$ cat config.mk
export PLATFORM = sky130hd
export DESIGN_NAME = arb_ingress_queue
export DESIGN_NICKNAME = d
export VERILOG_FILES = /design/src/rtl/arb_pkg.sv /design/src/rtl/arb_port_fifo.sv /design/src/rtl/arb_ingress_queue.sv
export SDC_FILE = /design/constraint.sdc
export NUM_CORES = 1
export LEC_CHECK = 0
export CORE_ASPECT_RATIO = 1.5
export CORE_UTILIZATION = 30
export CTS_CLUSTER_SIZE = 28
export DETAILED_ROUTE_END_ITERATION = 8
export SLEW_MARGIN = 20
export SYNTH_ARGS = -nofsm -noshare
export SYNTH_HDL_FRONTEND = slang
export SYNTH_SLANG_ARGS = --single-unit
export TNS_END_PERCENT = 20
$ cat constraint.sdc
create_clock -name clk -period 5.8 [get_ports clk]
set_input_delay 1.16 -clock clk [delete_from_list [all_inputs] [get_ports clk]]
set_output_delay 1.16 -clock clk [all_outputs]
set_load 0.03 [all_outputs]
$ cat src/rtl/arb_pkg.sv
// rtl/arb_pkg.sv - shared widths, port index type and priority helper for the ingress queue
package arb_pkg;

  localparam int DEF_NUM_PORTS = 4;
  localparam int DEF_DEPTH     = 4;
  localparam int PORT_W        = $clog2(DEF_NUM_PORTS);
  localparam int OCC_W         = $clog2(DEF_DEPTH) + 1;

  typedef logic [PORT_W-1:0] port_idx_t;

  // Index of the lowest set bit; 0 when the vector is empty.
  function automatic int unsigned lowest_set_idx(input logic [31:0] vec);
    lowest_set_idx = 0;
    for (int i = 31; i >= 0; i--) begin
      if (vec[i]) lowest_set_idx = i;
    end
  endfunction

endpackage

$ cat src/rtl/arb_port_fifo.sv
// rtl/arb_port_fifo.sv - per-port synchronous FIFO with occupancy-derived full/empty
module arb_port_fifo #(
  parameter int DATA_W = 8,
  parameter int DEPTH  = 4
) (
  input  logic                     clk,
  input  logic                     reset,
  input  logic                     push,
  input  logic [DATA_W-1:0]        push_data,
  input  logic                     pop,
  output logic [DATA_W-1:0]        head,
  output logic                     full,
  output logic                     empty,
  output logic [$clog2(DEPTH):0]   occ
);

  localparam int AW = $clog2(DEPTH);
  localparam int OW = AW + 1;

  logic [DATA_W-1:0] mem_q [DEPTH];
  logic [DATA_W-1:0] mem_d [DEPTH];
  logic [AW-1:0]     wr_ptr_q, wr_ptr_d, rd_ptr_q, rd_ptr_d;
  logic [OW-1:0]     occ_q, occ_d;
  logic              do_push, do_pop;

  // A full FIFO refuses a push even when the same cycle pops it.
  assign full    = (occ_q == OW'(DEPTH));
  assign empty   = (occ_q == '0);
  assign do_push = push & ~full;
  assign do_pop  = pop & ~empty;
  assign head    = mem_q[rd_ptr_q];
  assign occ     = occ_q;

  always_comb begin
    mem_d    = mem_q;
    wr_ptr_d = wr_ptr_q;
    rd_ptr_d = rd_ptr_q;
    occ_d    = occ_q + OW'(do_push) - OW'(do_pop);
    if (do_push) begin
      mem_d[wr_ptr_q] = push_data;
      wr_ptr_d        = wr_ptr_q + AW'(1);
    end
    if (do_pop) rd_ptr_d = rd_ptr_q + AW'(1);
  end

  always_ff @(posedge clk or posedge reset) begin
    if (reset) begin
      mem_q    <= '{default: '0};
      wr_ptr_q <= '0;
      rd_ptr_q <= '0;
      occ_q    <= '0;
    end else begin
      mem_q    <= mem_d;
      wr_ptr_q <= wr_ptr_d;
      rd_ptr_q <= rd_ptr_d;
      occ_q    <= occ_d;
    end
  end

endmodule

$ cat src/rtl/arb_ingress_queue.sv
// rtl/arb_ingress_queue.sv - per-port ingress FIFOs feeding a granted, registered output stage
module arb_ingress_queue
  import arb_pkg::*;
#(
  parameter int NUM_PORTS = 4,
  parameter int DATA_W    = 8,
  parameter int DEPTH     = 4
) (
  input  logic                                    clk,
  input  logic                                    reset,
  input  logic [NUM_PORTS-1:0]                    in_valid,
  output logic [NUM_PORTS-1:0]                    in_ready,
  input  logic [NUM_PORTS*DATA_W-1:0]             in_data,
  output logic [NUM_PORTS-1:0]                    req_o,
  input  logic [NUM_PORTS-1:0]                    gnt_i,
  output logic                                    out_valid,
  input  logic                                    out_ready,
  output logic [DATA_W-1:0]                       out_data,
  output logic [$clog2(NUM_PORTS)-1:0]            out_port,
  output logic [NUM_PORTS*($clog2(DEPTH)+1)-1:0]  occ_o,
  output logic                                    gnt_err_o
);

  localparam int PW = $clog2(NUM_PORTS);
  localparam int OW = $clog2(DEPTH) + 1;

  logic [NUM_PORTS-1:0] full, empty, pop, sel;
  logic [DATA_W-1:0]    head [NUM_PORTS];
  logic [PW-1:0]        sel_idx;
  logic                 load_en;

  logic                 out_valid_q, out_valid_d;
  logic [DATA_W-1:0]    out_data_q, out_data_d;
  logic [PW-1:0]        out_port_q, out_port_d;
  logic                 gnt_err_q, gnt_err_d;

  for (genvar g = 0; g < NUM_PORTS; g++) begin : g_port
    arb_port_fifo #(.DATA_W(DATA_W), .DEPTH(DEPTH)) u_fifo (
      .clk       (clk),
      .reset     (reset),
      .push      (in_valid[g]),
      .push_data (in_data[g*DATA_W +: DATA_W]),
      .pop       (pop[g]),
      .head      (head[g]),
      .full      (full[g]),
      .empty     (empty[g]),
      .occ       (occ_o[g*OW +: OW])
    );
  end

  // Requests only go out when the output register can take a word this cycle.
  assign in_ready = ~full & {NUM_PORTS{~reset}};
  assign load_en  = ~out_valid_q | out_ready;
  assign req_o    = ~empty & {NUM_PORTS{load_en}};
  assign sel      = gnt_i & req_o;
  assign sel_idx  = PW'(lowest_set_idx(32'(sel)));

  always_comb begin
    pop          = '0;
    out_valid_d  = out_valid_q;
    out_data_d   = out_data_q;
    out_port_d   = out_port_q;
    gnt_err_d    = (sel & (sel - NUM_PORTS'(1))) != '0;
    if (sel != '0) begin
      pop[sel_idx] = 1'b1;
      out_valid_d  = 1'b1;
      out_data_d   = head[sel_idx];
      out_port_d   = sel_idx;
    end else if (out_ready) begin
      out_valid_d  = 1'b0;
    end
  end

  always_ff @(posedge clk or posedge reset) begin
    if (reset) begin
      out_valid_q <= 1'b0;
      out_data_q  <= '0;
      out_port_q  <= '0;
      gnt_err_q   <= 1'b0;
    end else begin
      out_valid_q <= out_valid_d;
      out_data_q  <= out_data_d;
      out_port_q  <= out_port_d;
      gnt_err_q   <= gnt_err_d;
    end
  end

  assign out_valid = out_valid_q;
  assign out_data  = out_data_q;
  assign out_port  = out_port_q;
  assign gnt_err_o = gnt_err_q;

endmodule

==> impl_metrics.csv, run 1 <==
group,metric,value,unit
outcome,status,"completed",
placement,dpl.hpwl,13.4,mm
synthesis,yosysUniqueCellTypes,44,
layout,fillerInstances,2378,
synthesis,synth_edf_count,0,
timing,hold_slack,0.502,ns
synthesis,synth.avg_cell_area,14.7,µm²
min_path,holdPathStages,1,
routing,wl_met2,9.65,mm
routing,wl_per_cell,19.0,µm
timing,max-slew-margin-rel,0.397,
timing,finalSetupViolCount,0,
timing,max_freq,0.241,GHz
layout,postLayoutCellArea,9530,µm²
routing,first_iter_violations,229,
synthesis,seq_area_frac_synth,0.532,
synthesis,synth_commonest_cells,"dfrtp_1, mux2_2, inv_1",
cts,clkLatencyLatePin,0.43,ns
worst_setup_path,cpMostUsedCell,"clkdlybuf4s50_1",
timing,postLayoutSetupSlackWorst,1.65,ns
routing,vias,4709,
pwr,peakVddDrop,0.000214,V
cts,cts_hold_buffers,0,
pwr,internal_power,3.62,mW
worst_setup_path,r2r-end,"g_port[3].u_fifo.occ[2]",
min_path,min_from,"g_port[1].u_fifo.mem_q[14]",
pwr,powerDensity,593,nW/µm²
synthesis,ys_ff_latch,168,
synthesis,ys_warn_count,0,
synthesis,synth_most_common_cell,"dfrtp_1",
floorplanning,die_w,134,µm
placement,gp_congestion,0.765,
synthesis,synth_top_cells_by_area,"dfrtp_1, mux2_2, mux4_2, ha_1, xnor2_1",
min_path,worstHoldEndpoint,"g_port[1].u_fifo.mem_q[14]",
placement,portBuffers,74,
floorplanning,start_util,0.306,
synthesis,synth_flop_cell,"dfrtp_1",
cts,h-tree-depth,4,
pwr,p_switching,2.03,mW
min_path,hold_path_class,"register to register",
pwr,comb_power_share,0.409,
synthesis,synth_top_area_cell,"dfrtp_1",
run,cap_viol_max_count,0,
pwr,p_total,5.65,mW
worst_setup_path,path_cells,"clkdlybuf4s50_1, nor2b_1, nor2_1, clkdlybuf4s50_1",
grt,antenna_found_initial,0,
synthesis,synth-async-reset-ratio,1.00,
routing,drc_errors,0,
pwr,pwr-share-seq,0.403,
timing,tightest_slew,0.896,ns
cts,cts_root_buf,"clkbuf_16",
routing,drt_pass1_iterations,4,
synthesis,syn-cell-area,7900,µm²
routing,viasPerCell,4.90,
pwr,p_sw_frac,0.360,
timing,fin_setup_tns,0,ns
routing,top_layer_used,"met4",
worst_setup_path,rrSetupSlack,2.77,ns
layout,fin_cells,961,
grt,grt_pass1_vias,5197,
cts,clock_path_buffers,2,
timing,rsz0062_at_grt,"false",
timing,timing.final.crit_period,4.15,ns
cts,cts_resized,0,
worst_setup_path,rr_startpoint,"g_port[0].u_fifo.occ[2]",
layout,utilization,0.369,
synthesis,synth_top_cell_area_share,0.532,
synthesis,synth_nets,610,
timing,hold_viol_final,0,
routing,final_antenna_net_count,0,
layout,drive_gt1_frac,0.334,
routing,m1WireLength,7.26,mm
layout,n_antenna_cell,0,
cts,cts_tree,"built",
grt,grt_overflow,0,
floorplanning,die_area,27000,µm²
worst_setup_path,worstPathMaxFanout,12,
cts,tritoncts.num_buffers,17,
placement,dp_slack,1.64,ns
grt,grt_pass1_wl,29.2,mm
timing,layout_worst_path_cycle_share,0.716,
floorplanning,coreArea,25900,µm²
layout,nNetsFinal,686,
cts,clk_pin_slew,0.07,ns
cts,cts.sinks,168,
routing,wl,18.2,mm
grt,grt_max_degree,115,
worst_setup_path,critPathCaptureType,"primary output",
synthesis,synthCells,539,
worst_setup_path,slowest_delay,0.67,ns
pwr,p_clk_frac,0.188,
worst_setup_path,worstSetupPathType,"primary input to primary output",
placement,dp_cells,929,
worst_setup_path,crit_arrival,2.99,ns
worst_setup_path,r2r.worst_path.cells,11,
cts,cts_setup_buffers,0,
placement,place_area,8970,µm²
floorplanning,dieHeight,201,µm
pwr,power.leakage,3.97,nW
routing,met3_length,786,µm
worst_setup_path,slowest_stage,"nor2b_1",
grt,grt_usage,0.144,
worst_setup_path,start_kind,"primary input",
floorplanning,core.rowCount,72,
layout,syn_to_final_growth,20.6,%
worst_setup_path,cp-startpoint,"out_ready",
floorplanning,io_pins,75,
timing,clock_skew,0.00699,ns
worst_setup_path,required,4.64,ns
timing,drv_slew,0,
[power by group through the flow]
stage               Sequential [mW]  Combinational [mW]  Clock (mW)
finish                         2.28                2.31        1.06
detailed placement             2.31                2.34           0
CTS                            2.29                2.35        1.10
floorplan                      2.19                1.66           0
global placement               2.26                2.26           0
global route                   2.37                2.49        1.14
[cell type report]
| class | count | area, µm² | area share |
|---|---|---|---|
| clock inverter | 13 | 111 | 0.0117 |
| sequential | 168 | 4200 | 0.441 |
| timing repair buffer | 77 | 763 | 0.0801 |
| inverter | 35 | 139 | 0.0146 |
| multi-input combinational | 316 | 3450 | 0.362 |
| clock buffer | 19 | 443 | 0.0465 |
| tap | 333 | 417 | 0.0437 |
[cells by family after synthesis]
logic type | share of synthesized area
muxes | 0.274
buffers and inverters | 0.0309
adders and majority gates | 0.0494
xor gates and xnor gates | 0.0222
AOI/OAI and AO/OA | 0.0450
and+or+nand+nor | 0.0466
DFF | 0.532
[metal layers]
metal | vias up | global-route usage
li1 | 2118 | -
met5 | - | 0
met2 | 103 | 0.250
met4 | 0 | 0.0662
met3 | 30 | 0.0258
met1 | 2458 | 0.173
[worst max-delay path, delay by kind of cell]
| kind | cells | cell delay (ns) |
|---|---|---|
| buf+inv | 2 | 1.04 |
| simple gates | 2 | 0.79 |
[cells in the final DEF, fill, tap and decap left out, drive strengths merged, types with 7 or more instances in the layout]
cell type,Yosys,routed
dfrtp,168,168
mux2,128,128
clkdlybuf4s50,0,74
inv,35,41
mux4,32,32
nand2,24,24
ha,24,24
clkbuf,5,19
xnor2,16,16
o21ai,8,8
a22oi,8,8
nor2,7,7
clkinv,0,7
[worst max-delay path by stage]
stage	endpoint	slack [ns]
6_report	req_o[1]	1.65
5_1_grt	req_o[1]	1.48
4_1_cts	req_o[1]	1.62
3_5_place_dp	g_port[3].u_fifo.occ[2]	1.64
3_3_place_gp	req_o[1]	1.67
2_1_floorplan	g_port[0].u_fifo.mem_q[0]	0.09
[flip-flops by register name, indices dropped and copies added, names as in the netlist]
signal and count:
g_port.u_fifo.rd_ptr_q 8, out_valid 1, out_port 2, gnt_err_o 1, g_port.u_fifo.mem_q 128, g_port.u_fifo.occ 12
out_data 8, g_port.u_fifo.wr_ptr_q 8
(Power assumes the default switching activity.)
==> run 2, diff against run 1 <==
==> constraint.sdc (replaced) <==
create_clock -name clk -period 3.9 [get_ports clk]
set_input_delay 0.78 -clock clk [delete_from_list [all_inputs] [get_ports clk]]
set_output_delay 0.78 -clock clk [all_outputs]
set_load 0.03 [all_outputs]
==> impl_metrics.csv, run 2 (synthesis gave the netlist of run 1 again) <==
group,metric,value,unit
routing,wl,18.5,mm
routing,wl_per_cell,19.0,µm
layout,seqCellArea,4200,µm²
grt,grt_pass1_vias,5252,
worst_setup_path,rrSetupSlack,1.11,ns
cts,cts_hold_buffers,0,
worst_setup_path,worstSetupPathType,"primary input to primary output",
cts,cts_tree,"built",
cts,tritoncts.num_buffers,17,
floorplanning,io_pins,75,
routing,viasPerCell,4.90,
timing,max_freq,0.313,GHz
layout,largest_register_ff_count,128,
cts,cts_setup_buffers,0,
layout,largest-register,"g_port.u_fifo.mem_q",
floorplanning,dieHeight,201,µm
grt,met3_usage,0.0285,
routing,drt_pass1_iterations,5,
grt,grt_use_met2,0.252,
layout,syn_to_final_growth,22.6,%
floorplanning,coreArea,25900,µm²
layout,drive_gt1_frac,0.346,
timing,tightest_slew,0.887,ns
grt,grt_max_degree,64,
grt,grt_usage,0.147,
pwr,power.leakage,4.03,nW
cts,clock_path_buffers,2,
run,cap_viol_max_count,0,
timing,finalSetupViolCount,0,
routing,drc_errors,0,
floorplanning,core.rowCount,72,
timing,timing.final.crit_period,3.19,ns
worst_setup_path,r2r-end,"g_port[3].u_fifo.occ[2]",
grt,gr-max-usage-layer,"met2",
routing,final_antenna_net_count,0,
grt,antenna_found_initial,0,
pwr,peakVddDrop,0.000373,V
worst_setup_path,r2r.worst_path.cells,11,
cts,clk_pin_slew,0.06,ns
timing,hold_viol_final,0,
worst_setup_path,rr_startpoint,"g_port[1].u_fifo.occ[1]",
timing,postLayoutSetupSlackWorst,0.706,ns
worst_setup_path,endpoint,"req_o[0]",
layout,fillerInstances,2401,
layout,n_antenna_cell,0,
worst_setup_path,crit_arrival,2.41,ns
outcome,status,"completed",
placement,dp_slack,0.622,ns
layout,final_common_cell,"dfrtp_1",
min_path,hold_path_class,"register to register",
cts,cts.sinks,168,
timing,drv_slew,0,
layout,most-common-layout-cells,"dfrtp_1, mux2_2, clkdlybuf4s50_1",
worst_setup_path,worstPathMaxFanout,7,
layout,nNetsFinal,698,
grt,grt_overflow,0,
cts,cts_resized,0,
worst_setup_path,start_kind,"primary input",
worst_setup_path,required,3.12,ns
floorplanning,die_w,134,µm
grt,grt_pass1_wl,29.5,mm
placement,gp_congestion,0.799,
cts,clkLatencyLatePin,0.43,ns
worst_setup_path,critPathCaptureType,"primary output",
cts,h-tree-depth,4,
placement,dpl.hpwl,13.7,mm
grt,met1_usage,0.171,
timing,clock_skew,0.0109,ns
timing,rsz0062_at_grt,"false",
worst_setup_path,cp-startpoint,"out_ready",
cts,cts_root_buf,"clkbuf_16",
placement,portBuffers,74,
timing,layout_worst_path_cycle_share,0.819,
timing,max-slew-margin-rel,0.403,
routing,vias,4761,
timing,fin_setup_tns,0,ns
pwr,powerDensity,882,nW/µm²
layout,multi_input_area,3450,µm²
floorplanning,start_util,0.306,
routing,first_iter_violations,176,
floorplanning,die_area,27000,µm²
==> run 2: cell count changes in the layout (fill, tap and decap cells not counted), sizes merged <==
cell	delta
buf	+12
clkinv	-5
clkinvlp	+5
inv	-3
bufinv	+2
==> run 2: worst min-delay path by stage <==
stage	depth (start not counted)	to	from	slack [ns]
finish	1	g_port[0].u_fifo.mem_q[8]	g_port[0].u_fifo.mem_q[8]	0.50
CTS	1	g_port[3].u_fifo.mem_q[9]	g_port[3].u_fifo.mem_q[9]	0.50
floorplan	1	g_port[0].u_fifo.mem_q[10]	g_port[0].u_fifo.mem_q[10]	0.47
detailed placement	1	g_port[3].u_fifo.mem_q[9]	g_port[3].u_fifo.mem_q[9]	0.49
global route	1	g_port[0].u_fifo.mem_q[12]	g_port[0].u_fifo.mem_q[12]	0.51
global placement	1	g_port[3].u_fifo.mem_q[14]	g_port[3].u_fifo.mem_q[14]	0.48
==> run 2: metal layers <==
layer	part of all wire	routed length (µm)
met1	0.40	7460
met2	0.53	9720
met3	0.035	647
met4	0.035	638
met5	0	0
==> run 2: cell type report <==
cell class / count / share of cell area
timing repair buffer: 89 / 0.0920
sequential: 168 / 0.434
multi-input combinational: 316 / 0.356
clock inverter: 12 / 0.0146
clock buffer: 19 / 0.0457
inverter: 35 / 0.0140
tap: 333 / 0.0430
==> run 2: critical path, stage by stage <==
cell             delay, ns
clkdlybuf4s50_1       0.49
nand2b_1              0.27
and2_2                0.20
clkdlybuf4s50_1       0.68
==> run 2: through the flow <==
step / utilization / power, mW / cell area [µm²] / hold slack (ns) / instances
after detailed placement: 0.352 / 6.95 / 9100 / 0.488 / 941
after CTS: 0.374 / 8.66 / 9680 / 0.503 / 972
after global routing: 0.374 / 9.07 / 9680 / 0.511 / 972
after floorplan: - / 5.74 / 7900 / 0.474 / 539
after global placement: 0.352 / 6.76 / 9100 / 0.481 / 941
final: 0.374 / 8.54 / 9680 / 0.498 / 972
==> run 2: power breakdown <==
part | leakage, nW | internal (mW) | total (mW) | switching (mW)
combinational | 1.76 | 1.91 | 3.48 | 1.57
sequential | 1.99 | 2.65 | 3.38 | 0.736
clock | 0.274 | 0.966 | 1.67 | 0.708
total | 4.03 | 5.53 | 8.54 | 3.01
==> run 3, diff against run 2 <==
==> constraint.sdc (replaced) <==
create_clock -name clk -period 2.8 [get_ports clk]
set_input_delay 0.56 -clock clk [delete_from_list [all_inputs] [get_ports clk]]
set_output_delay 0.56 -clock clk [all_outputs]
set_load 0.03 [all_outputs]
==> impl_metrics.csv, run 3 (synthesis gave the netlist of run 1 again) <==
group,metric,value,unit
placement,gp_congestion,0.814,
floorplanning,start_util,0.306,
timing,tightest_slew,0.693,ns
pwr,peakVddDrop,0.000539,V
timing,timing.final.crit_period,2.74,ns
worst_setup_path,worstSetupPathType,"primary input to primary output",
layout,largest-register,"g_port.u_fifo.mem_q",
placement,place_area,9270,µm²
outcome,status,"completed",
placement,dp_cells,959,
cts,clkLatencyLatePin,0.43,ns
cts,h-tree-depth,4,
grt,grt_overflow,0,
min_path,hold_path_class,"register to register",
timing,layout_worst_path_cycle_share,0.978,
grt,grt_usage,0.152,
cts,clk_pin_slew,0.07,ns
timing,hold_slack,0.500,ns
timing,fin_setup_tns,0,ns
grt,grt_pass1_wl,30.3,mm
grt,antenna_found_initial,0,
grt,grt_pass1_vias,5298,
timing,rsz0062_at_grt,"false",
routing,wl_per_cell,19.1,µm
pwr,p_clk_frac,0.202,
layout,syn_to_final_growth,25.2,%
routing,wl,19.0,mm
routing,first_iter_violations,195,
pwr,pwr-share-seq,0.389,
worst_setup_path,start_kind,"primary input",
cts,cts_root_buf,"clkbuf_16",
routing,final_antenna_net_count,0,
worst_setup_path,worstPathMaxFanout,4,
layout,fin_cells,990,
timing,clock_skew,0.00843,ns
layout,nNetsFinal,716,
pwr,p_switching,4.31,mW
pwr,comb_power_share,0.409,
routing,drc_errors,0,
timing,finalSetupViolCount,0,
floorplanning,io_pins,75,
layout,postLayoutCellArea,9890,µm²
cts,cts.sinks,168,
routing,drt_pass1_iterations,4,
floorplanning,core.rowCount,72,
timing,hold_viol_final,0,
timing,max-slew-margin-rel,0.538,
routing,vias,4833,
floorplanning,coreArea,25900,µm²
pwr,p_sw_frac,0.354,
routing,viasPerCell,4.88,
worst_setup_path,crit_arrival,2.18,ns
placement,portBuffers,74,
floorplanning,die_area,27000,µm²
cts,cts_tree,"built",
floorplanning,die_w,134,µm
worst_setup_path,critPathCaptureType,"primary output",
layout,n_antenna_cell,0,
placement,dpl.hpwl,14.5,mm
pwr,internal_power,7.87,mW
floorplanning,dieHeight,201,µm
grt,grt_max_degree,33,
layout,most-common-layout-cells,"dfrtp_1, mux2_2, clkdlybuf4s50_1",
run,cap_viol_max_count,0,
cts,tritoncts.num_buffers,17,
cts,clock_path_buffers,2,
layout,final_common_cell,"dfrtp_1",
timing,max_freq,0.365,GHz
layout,drive_gt1_frac,0.370,
pwr,power.leakage,4.18,nW
timing,drv_slew,0,
layout,largest_register_ff_count,128,
worst_setup_path,required,2.24,ns
pwr,powerDensity,1230,nW/µm²
## run 3: layer usage
metal	share of wire	track usage	wire, µm	vias to the layer above
met5	0	0	0	-
met4	0.035	0.0770	669	0
met3	0.036	0.0303	674	34
met2	0.53	0.258	10000	115
met1	0.40	0.181	7610	2494
li1	-	-	-	2190
## run 3: final timing paths
kind / from / slack [ns] / end / cells after the start
worst min-delay path: g_port[1].u_fifo.mem_q[1] / 0.50 / g_port[1].u_fifo.mem_q[1] / 1
worst max-delay path: out_ready / 0.06 / req_o[3] / 5
worst min register to register: g_port[1].u_fifo.mem_q[1] / 0.50 / g_port[1].u_fifo.mem_q[1] / 1
min in group asynchronous: reset / 0.70 / out_data[7] / 3
worst max register to register: g_port[0].u_fifo.occ[0] / 0.22 / g_port[3].u_fifo.occ[2] / 11
max in group asynchronous: reset / 1.43 / g_port[0].u_fifo.mem_q[0] / 4
## run 3: critical path, cell delays in order
cell,delay [ns]
clkdlybuf4s50_1,0.49
nand2b_1,0.21
buf_4,0.14
and2_1,0.11
clkdlybuf4s50_1,0.67
## run 3: layout make-up
type / instances / area (µm²)
sequential: 168 / 4200
multi-input combinational: 316 / 3450
tap: 333 / 417
fill: 2368 / 16000
clock buffer: 18 / 429
timing repair buffer: 107 / 1070
clock inverter: 13 / 185
inverter: 35 / 135
## run 3: stage by stage
step           worst slack [ns]   util  power (mW)
4_1_cts                  0.0599  0.382        12.4
3_5_place_dp             -0.179  0.359        9.86
5_1_grt                  0.0158  0.383        12.9
3_3_place_gp             -0.144  0.359        9.54
2_1_floorplan            0.0118      -        7.99
6_report                 0.0612  0.383        12.2
## run 3: power groups by stage
stage | combinational (mW) | sequential [mW] | clock [mW]
2_1_floorplan | 3.45 | 4.55 | 0
3_3_place_gp | 4.88 | 4.66 | 0
3_5_place_dp | 5.06 | 4.80 | 0
4_1_cts | 5.07 | 4.76 | 2.53
5_1_grt | 5.37 | 4.92 | 2.64
6_report | 4.98 | 4.73 | 2.46
## run 3: timing repair
action	in CTS	in global routing
buffers inserted	0	0
hold buffers	0	0
gates resized for setup	0	1
endpoints found under the setup margin	0	1
